**src/rtl/add_shift_mult_ctrl.sv**
```systemverilog
`default_nettype none
// ============================================================================
// Module   : add_shift_mult_ctrl
// Brief    : Control FSM and product accumulator for a sequential add-shift
//            multiplier. Optional macro MULT_SIGNED_EN selects two's
//            complement operands; undefined gives unsigned operation.
// Revision : 1.0 - initial release
// ============================================================================
module add_shift_mult_ctrl #(
    parameter int WIDTH = 4,
    parameter int CNT_W = 3
) (
    input  logic               clk,
    input  logic               clr_n,
    input  logic               start,
    input  logic [WIDTH-1:0]   multiplicand,
    input  logic               bit_in,
    output logic               ld,
    output logic               shb,
    output logic               busy,
    output logic               done,
    output logic [2*WIDTH-1:0] product
);

    localparam logic [1:0]       c_IDLE = 2'd0;
    localparam logic [1:0]       c_LOAD = 2'd1;
    localparam logic [1:0]       c_RUN  = 2'd2;
    localparam logic [1:0]       c_DONE = 2'd3;
    localparam logic [CNT_W-1:0] c_LAST = CNT_W'(WIDTH - 1);

    logic [1:0]         r_state;
    logic [1:0]         w_state_nxt;
    logic [CNT_W-1:0]   r_count;
    logic [WIDTH-1:0]   r_m_reg;
    logic [2*WIDTH-1:0] r_acc;
    logic [2*WIDTH-1:0] r_product;
    logic [WIDTH:0]     w_sum;
    logic [2*WIDTH-1:0] w_acc_nxt;
    logic               w_last;
    logic               w_ld;
    logic               w_shb;
    logic               w_done;

    assign w_last = (r_count == c_LAST);

    always_ff @(posedge clk or negedge clr_n) begin
        if (!clr_n) begin
            r_state <= c_IDLE;
        end else begin
            r_state <= w_state_nxt;
        end
    end

    always_comb begin
        w_state_nxt = r_state;
        w_ld        = 1'b0;
        w_shb       = 1'b0;
        w_done      = 1'b0;
        case (r_state)
            c_IDLE: begin
                if (start) begin
                    w_state_nxt = c_LOAD;
                end
            end
            c_LOAD: begin
                w_ld        = 1'b1;
                w_state_nxt = c_RUN;
            end
            c_RUN: begin
                w_shb = 1'b1;
                if (w_last) begin
                    w_state_nxt = c_DONE;
                end
            end
            c_DONE: begin
                w_done      = 1'b1;
                w_state_nxt = c_IDLE;
            end
            default: begin
                w_state_nxt = c_IDLE;
            end
        endcase
    end

`ifdef MULT_SIGNED_EN
    // The final multiplier bit carries negative weight, hence the subtract.
    logic [WIDTH:0] w_hi_ext;
    logic [WIDTH:0] w_m_ext;
    always_comb begin
        w_hi_ext = {r_acc[2*WIDTH-1], r_acc[2*WIDTH-1:WIDTH]};
        w_m_ext  = {r_m_reg[WIDTH-1], r_m_reg};
        if (!bit_in) begin
            w_sum = w_hi_ext;
        end else if (w_last) begin
            w_sum = w_hi_ext - w_m_ext;
        end else begin
            w_sum = w_hi_ext + w_m_ext;
        end
    end
`else
    always_comb begin
        w_sum = {1'b0, r_acc[2*WIDTH-1:WIDTH]} + (bit_in ? {1'b0, r_m_reg} : '0);
    end
`endif

    // The sum's top bit becomes the new MSB: carry (unsigned) or sign (signed).
    assign w_acc_nxt = {w_sum, r_acc[WIDTH-1:1]};

    always_ff @(posedge clk or negedge clr_n) begin
        if (!clr_n) begin
            r_count   <= '0;
            r_m_reg   <= '0;
            r_acc     <= '0;
            r_product <= '0;
        end else begin
            case (r_state)
                c_IDLE: begin
                    if (start) begin
                        r_m_reg <= multiplicand;
                        r_acc   <= '0;
                        r_count <= '0;
                    end
                end
                c_RUN: begin
                    r_acc   <= w_acc_nxt;
                    r_count <= r_count + 1'b1;
                    if (w_last) begin
                        r_product <= w_acc_nxt;
                    end
                end
                default: begin
                end
            endcase
        end
    end

    assign ld      = w_ld;
    assign shb     = w_shb;
    assign done    = w_done;
    assign busy    = (r_state != c_IDLE);
    assign product = r_product;

endmodule
`default_nettype wire

```
**config.mk**
```make
export PLATFORM = sky130hd
export DESIGN_NAME = add_shift_mult_ctrl
export DESIGN_NICKNAME = d
export VERILOG_FILES = /design/src/rtl/add_shift_mult_ctrl.sv
export SDC_FILE = /design/constraint.sdc
export NUM_CORES = 1
export LEC_CHECK = 0
export ABC_CLOCK_PERIOD_IN_PS = 1500
export BUFFER_PORTS_ARGS = -buffer_cell sky130_fd_sc_hd__buf_2
export CAP_MARGIN = 20
export CORE_MARGIN = 2
export CORE_UTILIZATION = 45
export CTS_CLUSTER_DIAMETER = 50
export CTS_CLUSTER_SIZE = 12
export DETAILED_ROUTE_END_ITERATION = 8
export PLACE_DENSITY_LB_ADDON = 0.05
export SLEW_MARGIN = 20
export SYNTH_ARGS = -nofsm -noshare
export SYNTH_HDL_FRONTEND = slang
export SYNTH_SLANG_ARGS = --single-unit
```
**constraint.sdc**
```tcl
create_clock -name clk -period 1.5 [get_ports clk]
set_input_delay 0.225 -clock clk [delete_from_list [all_inputs] [get_ports clk]]
set_output_delay 0.225 -clock clk [all_outputs]
set_load 0.02 [all_outputs]
```
==> Word-level counts from Yosys, hierarchy flattened <==
Index checks and enable logic that the tools add are counted.
{ "op_classes": {"reduce_logical": 7, "mux": 11, "eq_ne": 6, "add_sub_neg": 2} }
{ "op_table": {"columns": ["operator", "n"], "rows": [
  ["8-bit case mux with 2 select lines", 1],
  ["8-bit two-way mux", 1],
  ["2-bit case mux with 4 select lines", 1],
  ["2-bit AND reduction", 4],
  ["3-bit case mux with 2 select lines", 1],
  ["4-bit by 4-bit adder with 5-bit output", 1],
  ["2-bit equality test (second input constant)", 2],
  ["2-bit two-way mux", 2],
  ["4-bit two-way mux", 1],
  ["2-bit inequality test (second input constant)", 2],
  ["2-bit nonzero test", 2],
  ["3-bit by 1-bit adder with 3-bit output (second input constant)", 1],
  ["3-bit by 2-bit equality test with 1-bit output (second input constant)", 1],
  ["1-bit two-way mux", 3],
  ["3-bit two-way mux", 1],
  ["2-bit by 1-bit equality test with 1-bit output (second input constant)", 1],
  ["2-bit logical NOT", 1]
]} }
{ "word_totals": {"reg_bits": 25, "in_bits": 8, "output_inout_bits": 12, "wordCells": 31} }

==> Longest topological paths before layout <==
Gate-level depths: netlist of run 1.
{ "depth": {"ltp_word": 3, "depth_mapped": 6, "ltp_nobuf": 6} }

==> Worst setup path after synthesis of run 1 <==
OpenSTA, ideal clock, no wires.
{ "synth_timing": {"path_type": "reg-to-reg", "startpoint": "reg r_m_reg[0]", "endpoint": "reg r_product[7], in the netlist product[7]", "arrival_time_ns": 1.486, "path_buffers": 0, "period_less_slack_ns": 1.613, "setup_ns": 0.128, "path_stages_with_launch": 7, "setup_slack_ns": -0.113, "required_time_ns": 1.372, "cell_sequence": "dfrtp_1 -> and2_1 -> ha_1 -> fa_1 -> a21o_1 -> a21oi_1 -> o21ai_0"} }
{ "synth_between": {"elab_chain_cells": 2} }
{ "synth_lines": {"columns": ["item", "line", "source"], "rows": [
  ["start, declared", "34", "logic [WIDTH-1:0] r_m_reg;"],
  ["start signal, assigned", "119", "r_m_reg <= multiplicand;"],
  ["4-bit two-way mux", "102", "w_sum = {1'b0, r_acc[2*WIDTH-1:WIDTH]} + (bit_in ? {1'b0, r_m_reg} : '0);"],
  ["4-bit by 4-bit adder with 5-bit output", "102", null],
  ["end signal, assigned", "128", "r_product <= w_acc_nxt;"],
  ["end, declared", "36", "logic [2*WIDTH-1:0] r_product;"]
]} }
Every way passes these cells.
A chain may end at the register's enable or synchronous reset.

==> Worst setup path in the final report of run 1 <==
{ "layout_timing": {"startpoint": "reg r_m_reg[0]", "endpoint": "reg r_acc[7]"} }
{ "layout_between": {"elab_chain_cells": 3} }
{ "layout_lines": {"columns": ["item", "line", "source"], "rows": [
  ["4-bit two-way mux", "102", null],
  ["4-bit by 4-bit adder with 5-bit output", "102", null],
  ["8-bit case mux with 2 select lines", "116", "case (r_state)"],
  ["end signal, assigned", "125", "r_acc <= w_acc_nxt;"],
  ["end, declared", "35", "logic [2*WIDTH-1:0] r_acc;"]
]} }
Every way passes these cells.

==> results of run 1 <==
[worst paths after layout]
| check | from | endpoint | slack (ns) | cells after the start |
|---|---|---|---|---|
| min in group asynchronous | clr_n | product[1]$_DFFE_PN0P_ | 0.39 | 2 |
| worst min register to register | product[6]$_DFFE_PN0P_ | product[6]$_DFFE_PN0P_ | 0.49 | 2 |
| worst min-delay path | multiplicand[1] | r_m_reg[1]$_DFFE_PN0P_ | 0.14 | 2 |
| worst max register to register | r_m_reg[0]$_DFFE_PN0P_ | r_acc[7]$_DFFE_PN0P_ | -0.06 | 6 |
| max in group asynchronous | clr_n | r_m_reg[0]$_DFFE_PN0P_ | 0.74 | 2 |
| worst max-delay path | r_m_reg[0]$_DFFE_PN0P_ | r_acc[7]$_DFFE_PN0P_ | -0.06 | 6 |
[synth_stat cells (all sizes together)]
library cell  number  area (um2)
a21boi             2        15.0
a21o               1        7.51
a21oi              2        10.0
a22o               5        43.8
and2               5        31.3
and3b              1        8.76
buf                1        11.3
dfrtp             24         601
fa                 1        20.0
ha                10         125
inv                5        18.8
mux2              10         113
mux2i              1        22.5
nand2             11        43.8
nand2b             1        8.76
nand3              1        5.00
o21ai              6        30.0
o22a               1        10.0
o31ai              2        15.0
xnor2              1        8.76
[critical path, cell delays in order, from the launching register on]
cell and delay [ns]:
dfrtp_1 0.40, and2_1 0.14, ha_2 0.18, fa_2 0.35, a21o_1 0.17, a21oi_2 0.14
o21ai_1 0.08
[metrics by stage]
| stage | area (um2) | hold slack, ns |
|---|---|---|
| after global placement | 1320 | 0.235 |
| after floorplan | 1160 | -0.0706 |
| after global routing | 1610 | 0.117 |
| after CTS | 1420 | 0.121 |
| final | 1610 | 0.135 |
| after detailed placement | 1320 | 0.240 |
[cells by family (layout without fill, tap and decap cells)]
kind of cell    Yosys count  in the layout
flops                    24             24
mux                      11             12
xor+xnor                  1              1
compound gates           19             19
fa+ha+maj                11             11
buf+inv                   6             44
simple gates             19             19
[power breakdown]
part           internal, W  switching [W]
registers         0.000916       0.000149
logic              0.00108       0.000991
clock network     0.000148       0.000200
total              0.00214        0.00134
[metal layers]
metal | GRT usage | wire length [um]
met5 | 0 | 0
met4 | 0.0875 | 35
met3 | 0.0328 | 85
met2 | 0.303 | 1150
met1 | 0.211 | 1050
[final cells by class]
class	instances	area (um2)
Timing Repair Buffer	35	258
Tap cell	30	37.5
Multi-Input combinational cell	62	659
Clock buffer	4	36.3
Fill cell	196	845
Sequential cell	24	601
Inverter	5	18.8
[what timing repair did]
item | CTS | global route
endpoints found under the setup margin | 21 | 14
pin swaps | 2 | 4
resized for setup | 8 | 32
hold endpoints to repair | 24 | 0
setup buffers | 2 | 8
cloned | 0 | 1
hold buffers | 1 | 0
==> impl_metrics.tcl, run 1 <==
set metrics [dict create \
    setup_ws_ns -0.0574 \
    grt_pass1_wl_mm 3.63 \
    clk_pin_slew_ns 0.13 \
    die-area_um2 2970 \
    maxCapViolations 0 \
    ys_warn_count 0 \
    dr.pass1.iters 4 \
    status "finished with violations" \
    grt_usage 0.177 \
    n_antenna_cell 0 \
    fmax_ghz 0.642 \
    drive_above_1_share 0.531 \
    die_w_um 54.5 \
    grt_antenna_before_repair 0 \
    synthMuxAreaShare 0.118 \
    synth_area_per_cell_um2 12.6 \
    final_common_cell "dfrtp_1" \
    synth-compound-area-share 0.114 \
    drtIter0Drc 8 \
    synth_top_family_by_area "adder cells" \
    cts_buffers 3 \
    final_core_util 0.656 \
    core_um2 2450 \
    num-nets-final 150 \
    htreeDepth 1 \
    grt_start_max_net_pins 25 \
    place_congestion 0.663 \
    timing.slew.headroom 0.642 \
    cts_buffer_depth 2 \
    final_cells 160 \
    worstPathMaxFanout 2 \
    port_buffers 19 \
    synthAdderAreaFrac 0.126 \
    die_y_um 54.5 \
    power.density_nw_per_um2 2160 \
    min_period_ns 1.56 \
    cp.required_ns 1.71 \
    largest_reg_flops 8 \
    violations "negative setup slack" \
    grt_pass1_vias 815 \
    slew_viol_final 0 \
    worstSetupStartpointType "flip-flop" \
    cts_tree "yes" \
    pre_cts_slack_ns -0.0958 \
    hold_class "in2reg" \
    synth_xor_area_frac 0.00763 \
    critPathCaptureType "flip-flop" \
    most-common-layout-cells "dfrtp_1, buf_2, buf_4, nand2_1, mux2_2" \
    path_class "reg2reg" \
    syn_nets 110 \
    synth_cell_type_count 23 \
    ir_drop_v 0.00142 \
    placed_cells 144 \
    min_period_over_period 1.04 \
    setup_viol 6 \
    cts_num_sinks 24 \
    finalWirelength_mm 2.32 \
    wl_per_cell_um 14.5 \
    ys_ff_latch 24 \
    clock_skew_ns 0.0103 \
    io_pins 20 \
    drc 0 \
    clockRootBuffer "clkbuf_4" \
    vias_per_cell 5.17 \
    hold_violations 0 \
    power_w 0.00348 \
    tns_ns -0.246 \
    tightestPinTransition_ns 0.537 \
    rows 18 \
    grt_overflow 0 \
    hpwl_mm 1.55 \
    leakagePower_nw 0.794 \
    antenna_left 0 \
    ys_seq_area_frac 0.523 \
    synth_simple_gate_area_frac 0.0850 \
    syn-cell-area_um2 1150 \
    syn_to_final_growth_pct 40.2 \
    start_util 0.468 \
    grt_setup_unrepaired "true" \
    num_vias 827 \
    synth_cells 91 \
    arrival_ns 1.77 \
    clk_latency_ns 0.32 \
]
(Power assumes the default switching activity.)
==> run 2: changes to the inputs <==
CORE_UTILIZATION = 48   (was 45)
==> impl_metrics.tcl, run 2 (synthesis results as in run 1) <==
set metrics [dict create \
    largest_reg_flops 8 \
    grt_pass1_vias 757 \
    min_period_ns 1.58 \
    maxCapViolations 0 \
    slew_viol_final 0 \
    num-nets-final 143 \
    htreeDepth 1 \
    core_um2 2230 \
    clock_skew_ns 0.00390 \
    cts_tree "yes" \
    hold_class "in2reg" \
    port_buffers 19 \
    violations "negative setup slack" \
    grt_overflow 0 \
    most-common-layout-cells "dfrtp_1, buf_2, nand2_1, mux2_2" \
    critPathCaptureType "flip-flop" \
    die_w_um 52.9 \
    status "finished with violations" \
    grt_setup_unrepaired "true" \
    finalWirelength_mm 2.17 \
    io_pins 20 \
    path_class "reg2reg" \
    hpwl_mm 1.56 \
    syn_to_final_growth_pct 28.4 \
    die-area_um2 2800 \
    fmax_ghz 0.633 \
    ir_drop_v 0.00146 \
    r2r-end "product[7]$_DFFE_PN0P_" \
    start_util 0.514 \
    grt_usage 0.172 \
    place_congestion 0.690 \
    final_common_cell "dfrtp_1" \
    timing.slew.headroom 0.650 \
    power.density_nw_per_um2 2130 \
    num_vias 796 \
    die_y_um 52.9 \
    n_fill_cell 192 \
    clk_latency_ns 0.30 \
    dr.pass1.iters 4 \
    worstPathMaxFanout 2 \
    final_area_um2 1480 \
    pre_cts_slack_ns -0.0977 \
    rows 17 \
    min_period_over_period 1.05 \
    clockRootBuffer "clkbuf_4" \
    leakagePower_nw 0.731 \
    cp.required_ns 1.70 \
    drive_above_1_share 0.463 \
    n_antenna_cell 0 \
    rrSetupSlack_ns -0.08 \
    clk_pin_slew_ns 0.12 \
    cts_buffer_depth 2 \
    cts_num_sinks 24 \
    worstSetupEndpoint "product[7]$_DFFE_PN0P_" \
    hold_violations 0 \
    arrival_ns 1.78 \
    r2r_start "r_m_reg[0]$_DFFE_PN0P_" \
    cts_buffers 3 \
    setup_ws_ns -0.0797 \
    placed_area_um2 1310 \
    grt_antenna_before_repair 0 \
    vias_per_cell 5.27 \
    reg2reg_depth 6 \
    wl_per_cell_um 14.4 \
    setup_viol 7 \
    drc 0 \
    grt_start_max_net_pins 25 \
    startpoint "r_m_reg[0]$_DFFE_PN0P_" \
    antenna_left 0 \
    worstSetupStartpointType "flip-flop" \
    tightestPinTransition_ns 0.525 \
    tns_ns -0.316 \
    grt_pass1_wl_mm 3.42 \
    drtIter0Drc 15 \
]
## run 2: cell types whose count changed in the layout (fill, tap and decap cells not counted), moves of 2 or more
cell	previous run	this run
a21boi_1	0	2
buf_12	0	2
buf_2	15	17
buf_4	11	6
buf_6	8	3
ha_2	1	3
ha_4	4	2
o21ai_0	2	6
o21ai_1	3	0
## run 2: routing by layer
metal	up-vias	GRT usage	part of all wire
li1	385	-	-
met1	379	0.232	0.44
met2	30	0.288	0.50
met3	2	0.0254	0.048
met4	0	0.0513	0.0069
met5	-	0	0
## run 2: how the worst min path moves through the flow
| stage | startpoint | endpoint | slack, ns | depth (start not counted) |
|---|---|---|---|---|
| after global routing | multiplicand[0] | r_m_reg[0]$_DFFE_PN0P_ | 0.14 | 2 |
| final | multiplicand[0] | r_m_reg[0]$_DFFE_PN0P_ | 0.14 | 2 |
| after detailed placement | clr_n | product[2]$_DFFE_PN0P_ | 0.23 | 1 |
| after global placement | clr_n | product[1]$_DFFE_PN0P_ | 0.23 | 1 |
| after CTS | multiplicand[0] | r_m_reg[0]$_DFFE_PN0P_ | 0.13 | 2 |
| after floorplan | clr_n | product[0]$_DFFE_PN0P_ | -0.07 | 0 |
## run 2: final cells by class
| type | count | area [um2] | share of cell area |
|---|---|---|---|
| Sequential cell | 24 | 601 | 0.407 |
| Multi-Input combinational cell | 61 | 571 | 0.387 |
| Timing Repair Buffer | 29 | 214 | 0.145 |
| Clock buffer | 4 | 36.3 | 0.0246 |
| Tap cell | 28 | 35.0 | 0.0237 |
| Inverter | 5 | 18.8 | 0.0127 |
## run 2: per-stage QoR
stage	total power, W	utilization	instances	hold WS, ns
final	0.00314	0.661	151	0.141
after global routing	0.00338	0.661	151	0.137
after CTS	0.00290	0.617	147	0.125
after detailed placement	0.00250	0.588	142	0.234
after global placement	0.00243	0.588	142	0.230
after floorplan	0.00203	-	91	-0.0706
## run 2: repair_timing
item | 4_1_cts | 5_1_grt
buffers inserted | 0 | 4
hold endpoints to repair | 24 | 0
pin swaps | 1 | 2
endpoints found under the setup margin | 17 | 15
resized for setup | 7 | 10
hold buffers | 1 | 0
## run 2: critical path, cell delays in order (launching register included)
cell	delay, ns
dfrtp_1	0.39
and2_1	0.14
ha_2	0.19
fa_2	0.36
a21o_1	0.18
a21oi_2	0.12
o21ai_0	0.10
## run 2: power by group
part / internal [W] / total, W / switching (W)
Combinational: 0.000885 / 0.00173 / 0.000849
Sequential: 0.000916 / 0.00107 / 0.000157
Clock: 0.000148 / 0.000331 / 0.000183
Total: 0.00195 / 0.00314 / 0.00119
